`src/rtl/msd_pkg.sv`:
```
// Shared types for the memory-controller issue path: DDR5 command encoding,
// request opcodes, address field positions and the queue entry layout.
package msd_pkg;

  typedef enum logic [2:0] {
    CMD_ACT0 = 3'd0,
    CMD_ACT1 = 3'd1,
    CMD_RD0  = 3'd2,
    CMD_RD1  = 3'd3,
    CMD_WR0  = 3'd4,
    CMD_WR1  = 3'd5,
    CMD_PRE  = 3'd6
  } cmd_e;

  localparam logic [1:0] OP_RD  = 2'd0;
  localparam logic [1:0] OP_IF  = 2'd1;
  localparam logic [1:0] OP_WR  = 2'd2;
  localparam logic [1:0] OP_ILL = 2'd3;

  localparam int unsigned CH_BIT  = 6;
  localparam int unsigned BG_MSB  = 9;
  localparam int unsigned BG_LSB  = 7;
  localparam int unsigned BA_MSB  = 11;
  localparam int unsigned BA_LSB  = 10;
  localparam int unsigned COL_MSB = 17;
  localparam int unsigned COL_LSB = 12;
  localparam int unsigned ROW_MSB = 33;
  localparam int unsigned ROW_LSB = 18;

  typedef struct packed {
    logic [1:0]  op;
    logic [35:0] addr;
  } req_t;

endpackage

```
`src/rtl/msd_timer.sv`:
```
// Loadable down counter used to space DDR commands; saturates at zero.
module msd_timer #(
  parameter int unsigned CNT_W = 8
) (
  input  logic             clk,
  input  logic             rst_n,
  input  logic             load_i,
  input  logic [CNT_W-1:0] value_i,
  output logic             zero_o
);

  logic [CNT_W-1:0] cnt_q;

  always_ff @(posedge clk) begin
    if (!rst_n) begin
      cnt_q <= '0;
    end else if (load_i) begin
      cnt_q <= value_i;
    end else if (cnt_q != '0) begin
      cnt_q <= cnt_q - CNT_W'(1);
    end
  end

  assign zero_o = (cnt_q == '0);

endmodule

```
`src/rtl/msd_cmd_issuer.sv`:
```
// Pops one request from the controller queue and issues the closed-page
// DDR5 sequence ACT0, ACT1, RD/WR pair, PRE with tRCD/tRTP/tWR/tRP spacing.
module msd_cmd_issuer
  import msd_pkg::*;
#(
  parameter int unsigned T_RCD    = 39,
  parameter int unsigned T_RTP    = 18,
  parameter int unsigned T_WR2PRE = 70,
  parameter int unsigned T_RP     = 39,
  parameter int unsigned CNT_W    = 8
) (
  input  logic        clk,
  input  logic        rst_n,
  input  logic        req_valid,
  input  logic [37:0] req_data,
  output logic        req_ready,
  output logic        cmd_valid,
  output logic [2:0]  cmd,
  output logic        cmd_ch,
  output logic [2:0]  cmd_bg,
  output logic [1:0]  cmd_ba,
  output logic [15:0] cmd_row,
  output logic [5:0]  cmd_col,
  output logic        req_done,
  output logic        err_illegal
);

  localparam logic [3:0] S_IDLE     = 4'd0;
  localparam logic [3:0] S_ACT0     = 4'd1;
  localparam logic [3:0] S_ACT1     = 4'd2;
  localparam logic [3:0] S_WAIT_RCD = 4'd3;
  localparam logic [3:0] S_CAS0     = 4'd4;
  localparam logic [3:0] S_CAS1     = 4'd5;
  localparam logic [3:0] S_WAIT_PRE = 4'd6;
  localparam logic [3:0] S_PRE      = 4'd7;
  localparam logic [3:0] S_WAIT_RP  = 4'd8;

  req_t        req;
  logic        accept, known_op;
  logic [3:0]  state_q, state_d;
  logic        req_ready_q, req_ready_d;
  logic        cmd_valid_q, cmd_valid_d;
  cmd_e        cmd_q, cmd_d;
  logic        req_done_q, req_done_d;
  logic        err_q, err_d;
  logic        wr_q;
  logic        ch_q;
  logic [2:0]  bg_q;
  logic [1:0]  ba_q;
  logic [15:0] row_q;
  logic [5:0]  col_q;
  logic        t_load, t_zero;
  logic [CNT_W-1:0] t_value;
  logic        unused_addr_bits;

  assign req              = req_data;
  assign accept           = req_valid && req_ready_q;
  assign known_op         = req.op inside {OP_RD, OP_IF, OP_WR};
  assign unused_addr_bits = ^{req.addr[35:34], req.addr[5:0]};

  msd_timer #(.CNT_W(CNT_W)) u_timer (
    .clk     (clk),
    .rst_n   (rst_n),
    .load_i  (t_load),
    .value_i (t_value),
    .zero_o  (t_zero)
  );

  // ACT1/CAS1 test the timer directly so the minimum spacing of 2 skips the wait state.
  always_comb begin
    state_d = state_q;
    case (state_q)
      S_IDLE:                 if (accept && known_op) state_d = S_ACT0;
      S_ACT0:                 state_d = S_ACT1;
      S_ACT1, S_WAIT_RCD:     state_d = t_zero ? S_CAS0 : S_WAIT_RCD;
      S_CAS0:                 state_d = S_CAS1;
      S_CAS1, S_WAIT_PRE:     state_d = t_zero ? S_PRE : S_WAIT_PRE;
      S_PRE:                  state_d = S_WAIT_RP;
      S_WAIT_RP:              state_d = t_zero ? S_IDLE : S_WAIT_RP;
      default:                state_d = S_IDLE;
    endcase
  end

  // Load delay-1 on entry to each issuing command so the follow-up lands exactly on time.
  always_comb begin
    t_load  = 1'b0;
    t_value = '0;
    case (state_d)
      S_ACT0: begin
        t_load  = 1'b1;
        t_value = CNT_W'(T_RCD - 1);
      end
      S_CAS0: begin
        t_load  = 1'b1;
        t_value = wr_q ? CNT_W'(T_WR2PRE - 1) : CNT_W'(T_RTP - 1);
      end
      S_PRE: begin
        t_load  = 1'b1;
        t_value = CNT_W'(T_RP - 1);
      end
      default: ;
    endcase
  end

  always_comb begin
    req_ready_d = (state_d == S_IDLE) && !accept;
    cmd_valid_d = state_d inside {S_ACT0, S_ACT1, S_CAS0, S_CAS1, S_PRE};
    req_done_d  = (state_d == S_PRE);
    err_d       = accept && !known_op;
    cmd_d       = cmd_q;
    case (state_d)
      S_ACT0:  cmd_d = CMD_ACT0;
      S_ACT1:  cmd_d = CMD_ACT1;
      S_CAS0:  cmd_d = wr_q ? CMD_WR0 : CMD_RD0;
      S_CAS1:  cmd_d = wr_q ? CMD_WR1 : CMD_RD1;
      S_PRE:   cmd_d = CMD_PRE;
      default: ;
    endcase
  end

  always_ff @(posedge clk) begin
    if (!rst_n) begin
      state_q     <= S_IDLE;
      req_ready_q <= 1'b0;
      cmd_valid_q <= 1'b0;
      cmd_q       <= CMD_ACT0;
      req_done_q  <= 1'b0;
      err_q       <= 1'b0;
      wr_q        <= 1'b0;
      ch_q        <= 1'b0;
      bg_q        <= '0;
      ba_q        <= '0;
      row_q       <= '0;
      col_q       <= '0;
    end else begin
      state_q     <= state_d;
      req_ready_q <= req_ready_d;
      cmd_valid_q <= cmd_valid_d;
      cmd_q       <= cmd_d;
      req_done_q  <= req_done_d;
      err_q       <= err_d;
      if (accept) begin
        wr_q  <= (req.op == OP_WR);
        ch_q  <= req.addr[CH_BIT];
        bg_q  <= req.addr[BG_MSB:BG_LSB];
        ba_q  <= req.addr[BA_MSB:BA_LSB];
        row_q <= req.addr[ROW_MSB:ROW_LSB];
        col_q <= req.addr[COL_MSB:COL_LSB];
      end
    end
  end

  assign req_ready   = req_ready_q;
  assign cmd_valid   = cmd_valid_q;
  assign cmd         = cmd_q;
  assign cmd_ch      = ch_q;
  assign cmd_bg      = bg_q;
  assign cmd_ba      = ba_q;
  assign cmd_row     = row_q;
  assign cmd_col     = col_q;
  assign req_done    = req_done_q;
  assign err_illegal = err_q;

endmodule
```
`config.mk`:
```
export PLATFORM = sky130hd
export DESIGN_NAME = msd_cmd_issuer
export DESIGN_NICKNAME = d
export VERILOG_FILES = /design/src/rtl/msd_pkg.sv /design/src/rtl/msd_timer.sv /design/src/rtl/msd_cmd_issuer.sv
export SDC_FILE = /design/constraint.sdc
export NUM_CORES = 1
export LEC_CHECK = 0
export CAP_MARGIN = 20
export CORE_ASPECT_RATIO = 2
export CORE_MARGIN = 2
export CORE_UTILIZATION = 27
export DETAILED_ROUTE_END_ITERATION = 8
export MAX_ROUTING_LAYER = met4
export PLACE_DENSITY = 0.61
export SYNTH_ARGS = -nofsm -noshare
export SYNTH_HDL_FRONTEND = slang
export SYNTH_SLANG_ARGS = --single-unit
```
`constraint.sdc`:
```
create_clock -name clk -period 4.15 [get_ports clk]
set_input_delay 0.6225 -clock clk [delete_from_list [all_inputs] [get_ports clk]]
set_output_delay 0.6225 -clock clk [all_outputs]
set_load 0.01 [all_outputs]
```
* Word-level counts from Yosys, hierarchy flattened
Index checks and enable logic that the tools add are counted.
** Operators by class
- Add/subtract/negate cells :: 1
- Multiply operators :: 0
- Divide/modulo/power cells :: 0
- Order comparisons :: 0
- Equality and inequality tests :: 15
- Shift-type cells :: 0
- Mux-type cells :: 13
- Bitwise gates (word level) :: 0
- Reduce and logical (&&, ||, !) cells :: 18
** Operator list (count)
- 4-bit by 3-bit equality test with 1-bit output (second input constant) :: 7
- 4-bit one-hot mux with 7 select lines :: 1
- 8-bit 2-to-1 mux :: 2
- 3-bit one-hot mux with 5 select lines :: 1
- 7-bit one-hot mux with 2 select lines :: 1
- 4-bit by 2-bit equality test with 1-bit output (second input constant) :: 3
- 3-bit 2-to-1 mux :: 3
- 4-bit by 1-bit equality test with 1-bit output (second input constant) :: 2
- 4-bit logical NOT :: 2
- 8-bit logical NOT :: 1
- 4-bit 2-to-1 mux :: 2
- 8-bit nonzero test :: 1
- 8-bit by 1-bit subtractor with 8-bit output (second input constant) :: 1
- 7-bit 2-to-1 mux :: 1
- 2-bit OR reduction :: 3
- 5-bit nonzero test :: 1
- 4-bit equality test (second input constant) :: 1
- 1-bit logical AND :: 4
- 3-bit nonzero test :: 1
- 3-bit OR reduction :: 1
- 2-bit by 1-bit equality test with 1-bit output (second input constant) :: 1
- 2-bit equality test (second input constant) :: 1
- 1-bit logical NOT :: 2
- 2-bit logical NOT :: 1
- 2 further kinds :: 3
** Word-level totals
- Register bits after elaboration :: 48
- Latch bits :: 0
- Bits in writable memories :: 0
- Memory bits (read-only) :: 0
- Bits of input ports :: 41
- Output and inout bits :: 35
- Logic and storage cells :: 60
- Memories :: 0

* Logic depth before layout (Yosys ltp)
- Depth in word-level cells :: 9
- Gate-level depth with buffers :: 7
- Mapped depth without buffers :: 6

* Hierarchy
From an unflattened synthesis, not the netlist that was laid out.
** Second synthesis, totals
- Cells, all modules :: 199
- Area total of the unflattened synthesis :: 1989.4 µm²
** Modules (own cells, without submodules)
- msd_cmd_issuer :: instances 1, cells each 148, area an instance 1531.5 µm², seq. area each 800.8 µm²
- msd_timer :: instances 1, cells each 51, area an instance 457.9 µm², seq. area each 160.2 µm²

* Worst setup path before layout
OpenSTA, ideal clock, no wires.
- Path type :: register to register
- From :: reg state_q[0]
- To :: reg cmd_q[1] (netlist: cmd[1])
- Library setup time :: 0.119 ns
- Data arrival time :: 1.584 ns
- Required time :: 4.031 ns
- Setup slack :: 2.447 ns
- Cell stages (with the launch flop) :: 7
- Buffers on the path :: 1
- Clock period less this slack :: 1.703 ns
- Path through :: dfxtp_1 > buf_6 > or3_4 > a2111o_1 > o211ai_2 > nand2_1 > o221a_1
** On the way
- Cells in the longest elaborated chain, start to end :: 5
- Elaborated cells on any way between the ends :: 20
- Those cells by class :: 13 x eq/ne; 3 x mux; 4 x reduce/logical
** RTL lines
- start, declared :: RTL line msd_cmd_issuer.sv:40 : logic [3:0] state_q, state_d;
- start signal, assigned :: RTL line msd_cmd_issuer.sv:136 : state_q <= state_d;
- 4-bit by 3-bit equality test with 1-bit output or 4-bit by 2-bit equality test with 1-bit output (tied branches) :: RTL line msd_cmd_issuer.sv:72 : case (state_q)
- 2-bit OR reduction :: RTL line msd_cmd_issuer.sv:72
- 4-bit one-hot mux with 7 select lines * :: RTL line msd_cmd_issuer.sv:72
- 4-bit by 3-bit equality test with 1-bit output (tied with other cells) :: RTL line msd_cmd_issuer.sv:111 : case (state_d)
- 3-bit one-hot mux with 5 select lines or 5-bit nonzero test (tied branches)
- end signal, assigned :: RTL line msd_cmd_issuer.sv:139 : cmd_q <= cmd_d;
- end, declared :: RTL line msd_cmd_issuer.sv:43 : cmd_e cmd_q, cmd_d;
Mark *: on every way between the ends. The rest lies on a longest branch, timed or not.
A chain may end at the register's enable or synchronous reset.

==> impl_metrics.json <==
{
  "status": "finished clean",
  "die_area_um2": 7611,
  "dp_hpwl_mm": 3.386,
  "ys_ff_latch": 48,
  "clock_latency_ps": 290,
  "dieHeight_um": 121.4,
  "crit_path_end": "cmd_col[4]$_SDFFE_PN0P_",
  "required_ps": 4390,
  "worst_ir_drop_vdd_uv": 356.7,
  "vias_per_cell": 4.729,
  "synthArstFlopShare": 0,
  "seq_area_frac_synth": 0.5165,
  "cts_hold_buf": 0,
  "synth_ff_type": "dfxtp_1",
  "drive_above_1_share": 0.05952,
  "reg2reg_depth": 4,
  "yosys.cell_types.count": 34,
  "seq_area_um2": 960.9,
  "antenna_found_initial": 0,
  "drtIter0Drc": 21,
  "drtPass1Iterations": 4,
  "initial_core_util": 0.2810,
  "tns_ps": 0,
  "crit_start": "rst_n",
  "cts-resized-gates": 0,
  "yosys_warnings": 0,
  "grt_usage": 0.1314,
  "final_hold_viol_count": 0,
  "synth-edff-count": 0,
  "r2r_slack_ps": 2130,
  "postCtsSetupBuffers": 0,
  "rows": 42,
  "post-route-util": 0.4197,
  "drv_cap": 0,
  "rsz0062_at_grt": "false",
  "cts_made_buffers": 5,
  "ios": 76,
  "reg2reg_from": "u_timer.cnt_q[2]$_SDFFE_PN0P_",
  "layout_common_cells": "67 x clkdlybuf4s50_1, 48 x dfxtp_1, 28 x a22o_1",
  "n_antenna_cell": 0,
  "endpoint_kind": "register",
  "fmaxAchievable_mhz": 479.5,
  "setup_viol": 0,
  "fillers": 719,
  "post_drt_wl_per_cell_um": 13.58,
  "grt_pass1_wl_mm": 7.479,
  "synth_area_um2": 1861,
  "worstMarginPinSlew_ps": 535.1,
  "grt_pass1_vias": 1536,
  "core_area_um2": 6621,
  "clkTransAtPathRegs_ps": 70,
  "cts.sinks": 48,
  "place_congestion": 0.7517,
  "drtAntennaViolNets": 0,
  "r2r_end": "u_timer.cnt_q[0]$_SDFFE_PN0P_",
  "drcViolationCount": 0,
  "cts_max_level": 2,
  "multi_input_area_um2": 839.6,
  "numPortBuffers": 67,
  "worst-path-max-fanout": 24,
  "synth.avg_cell_area_um2": 9.949,
  "crit_path_start_kind": "input port",
  "clockRootBuffer": "clkbuf_16",
  "nets": 294,
  "syn_to_final_growth_pct": 49.36,
  "grt_max_degree": 31,
  "final-max-slew-violation-count": 0,
  "worstPathArrival_ps": 2320,
  "cts_tree": "yes",
  "syn_nets": 230,
  "fin_crit_ps": 2086,
  "cellPowerDensity_nw_per_um2": 591.9,
  "cts_buffer_depth": 2,
  "grt_overflow": 0,
  "syn_inst": 187,
  "setup_slack_ps": 2064,
  "routed_wl_mm": 4.618,
  "crit_type": "input port to register",
  "min_period_over_period": 0.5026,
  "place_ws_ps": 1719,
  "hold_path.class": "register to register",
  "fin_skew_ps": 6.191,
  "final_common_cell": "clkdlybuf4s50_1",
  "die_w_um": 62.70,
  "power_leakage_nw": 1.054,
  "num_vias": 1608,
  "maxSlewHeadroom": 0.6422
}
[sequential cells by signal (all words and copies together) (netlist names)]
register and count:
cmd_bg 3, cmd_ch 1, wr_q 1, cmd_row 16, state_q 4, cmd_valid 1, req_done 1, u_timer.cnt_q 8
cmd_col 6, err_illegal 1, cmd 3, cmd_ba 2, req_ready 1
[stage by stage]
step                      instance area [um2]  std cells  hold slack [ps]  total power [mW]
after detailed placement                 2608        332            459.0             1.192
after global routing                     2779        340            491.9             1.749
final                                    2779        340            465.4             1.645
after CTS                                2779        340            468.2             1.664
after global placement                   2608        332            445.3             1.184
after floorplan                          1861        187            480.5             1.008
[final cells by class]
cell class                      instances  area share
Clock buffer                            5     0.04502
Clock inverter                          3     0.01666
Inverter                                3    0.004052
Multi-Input combinational cell        124      0.3021
Sequential cell                        48      0.3458
Tap cell                               88     0.03962
Timing Repair Buffer                   69      0.2467
[synthesized netlist by cell type, drive strengths merged, types with 4 or more instances]
library cell  count  area [um2]
a22o             28       245.2
a21oi            12       60.06
o21ai             5       25.02
clkbuf            9       33.78
nor2             18       67.56
dfxtp            48       960.9
nand2            14       52.55
xnor2             4       35.03
nand3             5       25.02
[worst min-delay path by stage]
stage / to / from / slack [ps] / depth (start not counted)
2_1_floorplan: cmd[0]$_SDFFE_PN0P_ / cmd[0]$_SDFFE_PN0P_ / 480 / 2
3_3_place_gp: cmd[0]$_SDFFE_PN0P_ / cmd[0]$_SDFFE_PN0P_ / 450 / 2
3_5_place_dp: cmd[0]$_SDFFE_PN0P_ / cmd[0]$_SDFFE_PN0P_ / 460 / 2
4_1_cts: cmd[0]$_SDFFE_PN0P_ / cmd[0]$_SDFFE_PN0P_ / 470 / 2
5_1_grt: cmd[0]$_SDFFE_PN0P_ / cmd[0]$_SDFFE_PN0P_ / 490 / 2
6_report: cmd[0]$_SDFFE_PN0P_ / cmd[0]$_SDFFE_PN0P_ / 470 / 2
[critical path: stages]
cell and delay, ps:
clkdlybuf4s50_1 640, inv_1 230, a21oi_2 300, buf_4 330
a22o_1 180
[metal layers]
layer / part of all wire / GRT usage
met1: 0.38 / 0.1295
met2: 0.55 / 0.2379
met3: 0.039 / 0.02968
met4: 0.026 / 0.06806
met5: 0 / -
[logic make-up after synthesis]
logic type               synth area share
AO/OA/AOI/OAI                      0.2408
AND/OR/NAND/NOR                    0.1446
flip-flops                         0.5165
buffers and inverters             0.03564
XOR/XNOR                          0.03295
multiplexers                      0.01614
adder cells (fa/ha/maj)           0.01345
[power breakdown]
part	switching (mW)	internal, mW	total, mW	leakage (nW)
Sequential	0.0788	0.544	0.623	0.392
Clock	0.182	0.286	0.469	0.0804
Combinational	0.267	0.286	0.553	0.581
Total	0.528	1.12	1.64	1.05
Note: power is estimated with default switching activity, not from simulation.
==> edit, RTL diff (config.mk and constraints unchanged) <==
Set the parameter `T_RP` to 19 (it was 39).
--- a/src/rtl/msd_cmd_issuer.sv
+++ b/src/rtl/msd_cmd_issuer.sv
@@ -7,5 +7,5 @@
   parameter int unsigned T_RTP    = 18,
   parameter int unsigned T_WR2PRE = 70,
-  parameter int unsigned T_RP     = 39,
+  parameter int unsigned T_RP     = 19,
   parameter int unsigned CNT_W    = 8
 ) (
Behaviour: same outputs for any inputs over 10 cycles, from zero or initial values and one cycle with rst_n low; that may be too few to reach the edited logic, so the function may still have changed.
==> edit against the unedited design <==
Wire length is 5.7% higher; total power is 0.61% lower; register-to-register slack better by 0.03 ns; synthesized area is 3.2% higher; clock skew is 0.0012 ns lower; final area is 1.5% higher; final cell count stayed put; worst setup slack better by 0.10 ns; sequential cell count stayed put; combinational power is 8.0% higher; fmax is 5.1% higher; die area is 3.1% higher.
==> edit: results (changes against the unedited design) <==
Status -> completed
Rel. slew slack -> 68.7% (+4.5 points)
WL final -> 4.88 mm (+5.7%)
NumNets Final -> 292 (-0.68%)
Initial DRT Pass Iterations -> 5 (+1)
Met2 wire length -> 2.72 mm (+6.7%)
Drt first-iter violations -> 21 (unchanged)
CP arrival -> 2.15 ns (-0.17 ns)
Via Count -> 1637 (+1.8%)
Clock Skew -> 0.00496 ns (-0.00123 ns)
Top sig layer -> met4
Wl on met1 -> 1.76 mm (-0.23%)
Filler Cell Count -> 734 (+2.1%)
Syn Area/Cell -> 10.4 sq um (+4.3%)
Buffer depth of the longest clock path -> 2 (unchanged)
Post-Syn Nets -> 228 (-0.87%)
CP peak stage delay -> 0.36 ns (-0.28 ns)
CP max FO -> 6 (-75%)
Post-DP Area -> 0.00265 sq mm (+1.4%)
Ys flop type -> dfxtp_1
Post-DR wirelength/cell -> 14.4 microns (+5.7%)
Peak supply drop -> 373 uV (+4.6%)
First-pass GRT wire length -> 7.77 mm (+3.9%)
Leakage -> 1.07 nW (+1.9%)
Library cells used by synthesis -> 44 (+29%)
DP HPWL -> 3.65 mm (+7.8%)
Inst Count DP -> 331 (-0.30%)
Met3 usage -> 2.91% (-0.057 points)
GRT Total Usage -> 13.3% (+0.17 points)
Met3 wire length -> 272 microns (+49%)
Register area share after synthesis -> 50.0% (-1.6 points)
GRT met1 Usage -> 12.8% (-0.19 points)
Synth top area cells -> dfxtp_1 50%, a22o_1 13%, a21oi_1 3.1%
RD Place Congestion -> 0.849 (+13%)
Synth cell count leaders -> 48 x dfxtp_1, 28 x a22o_1, 16 x nand2_1, 12 x a21oi_1, 9 x nor2_1
Slowest CP cell -> nor3b_2
Share of cells above drive strength 1 -> 8.40% (+2.4 points)
Met2 Usage GRT -> 24.4% (+0.62 points)
## edit: cell families after synthesis
kind of cell / Yosys count / share of synthesized area, %
compound gates: 62 / 26.1
simple gates: 51 / 15.0
flops: 48 / 50.0
buf+inv: 15 / 4.23
xor+xnor: 6 / 2.74
fa+ha+maj: 2 / 1.30
mux: 1 / 0.521
## edit: through the flow
step	hold slack (ns)	worst slack (ns)
2_1_floorplan	0.470	2.52
3_3_place_gp	0.461	1.71
3_5_place_dp	0.458	1.68
4_1_cts	0.472	1.99
5_1_grt	0.495	1.91
6_report	0.468	2.16
## edit: cell type report
type | count | area (sq um) | area share [%]
sequential | 48 | 961 | 34.1
multi-input combinational | 122 | 882 | 31.3
timing repair buffer | 69 | 703 | 24.9
clock buffer | 7 | 143 | 5.06
tap | 90 | 113 | 3.99
inverter | 3 | 11.3 | 0.399
clock inverter | 1 | 7.51 | 0.266
## edit: power by group
| part | total (mW) | internal [mW] | switching, mW |
|---|---|---|---|
| Clock | 0.412 | 0.240 | 0.172 |
| Sequential | 0.626 | 0.542 | 0.0835 |
| Combinational | 0.597 | 0.303 | 0.294 |
## edit: critical path: cells and delay by family (launching register included)
family,cells,cell delay [ns]
compound gates,2,0.28
flops,1,0.35
simple gates,3,0.94
buf+inv,1,0.11
fa+ha+maj,1,0.18
## edit: final timing paths
path | slack [ns] | start | cells after the start | endpoint
worst min-delay path | 0.47 | cmd[0] | 2 | cmd[0]
worst min register to register | 0.47 | cmd[0] | 2 | cmd[0]
worst max register to register | 2.16 | u_timer.cnt_q[0] | 7 | u_timer.cnt_q[1]
worst max-delay path | 2.16 | u_timer.cnt_q[0] | 7 | u_timer.cnt_q[1]
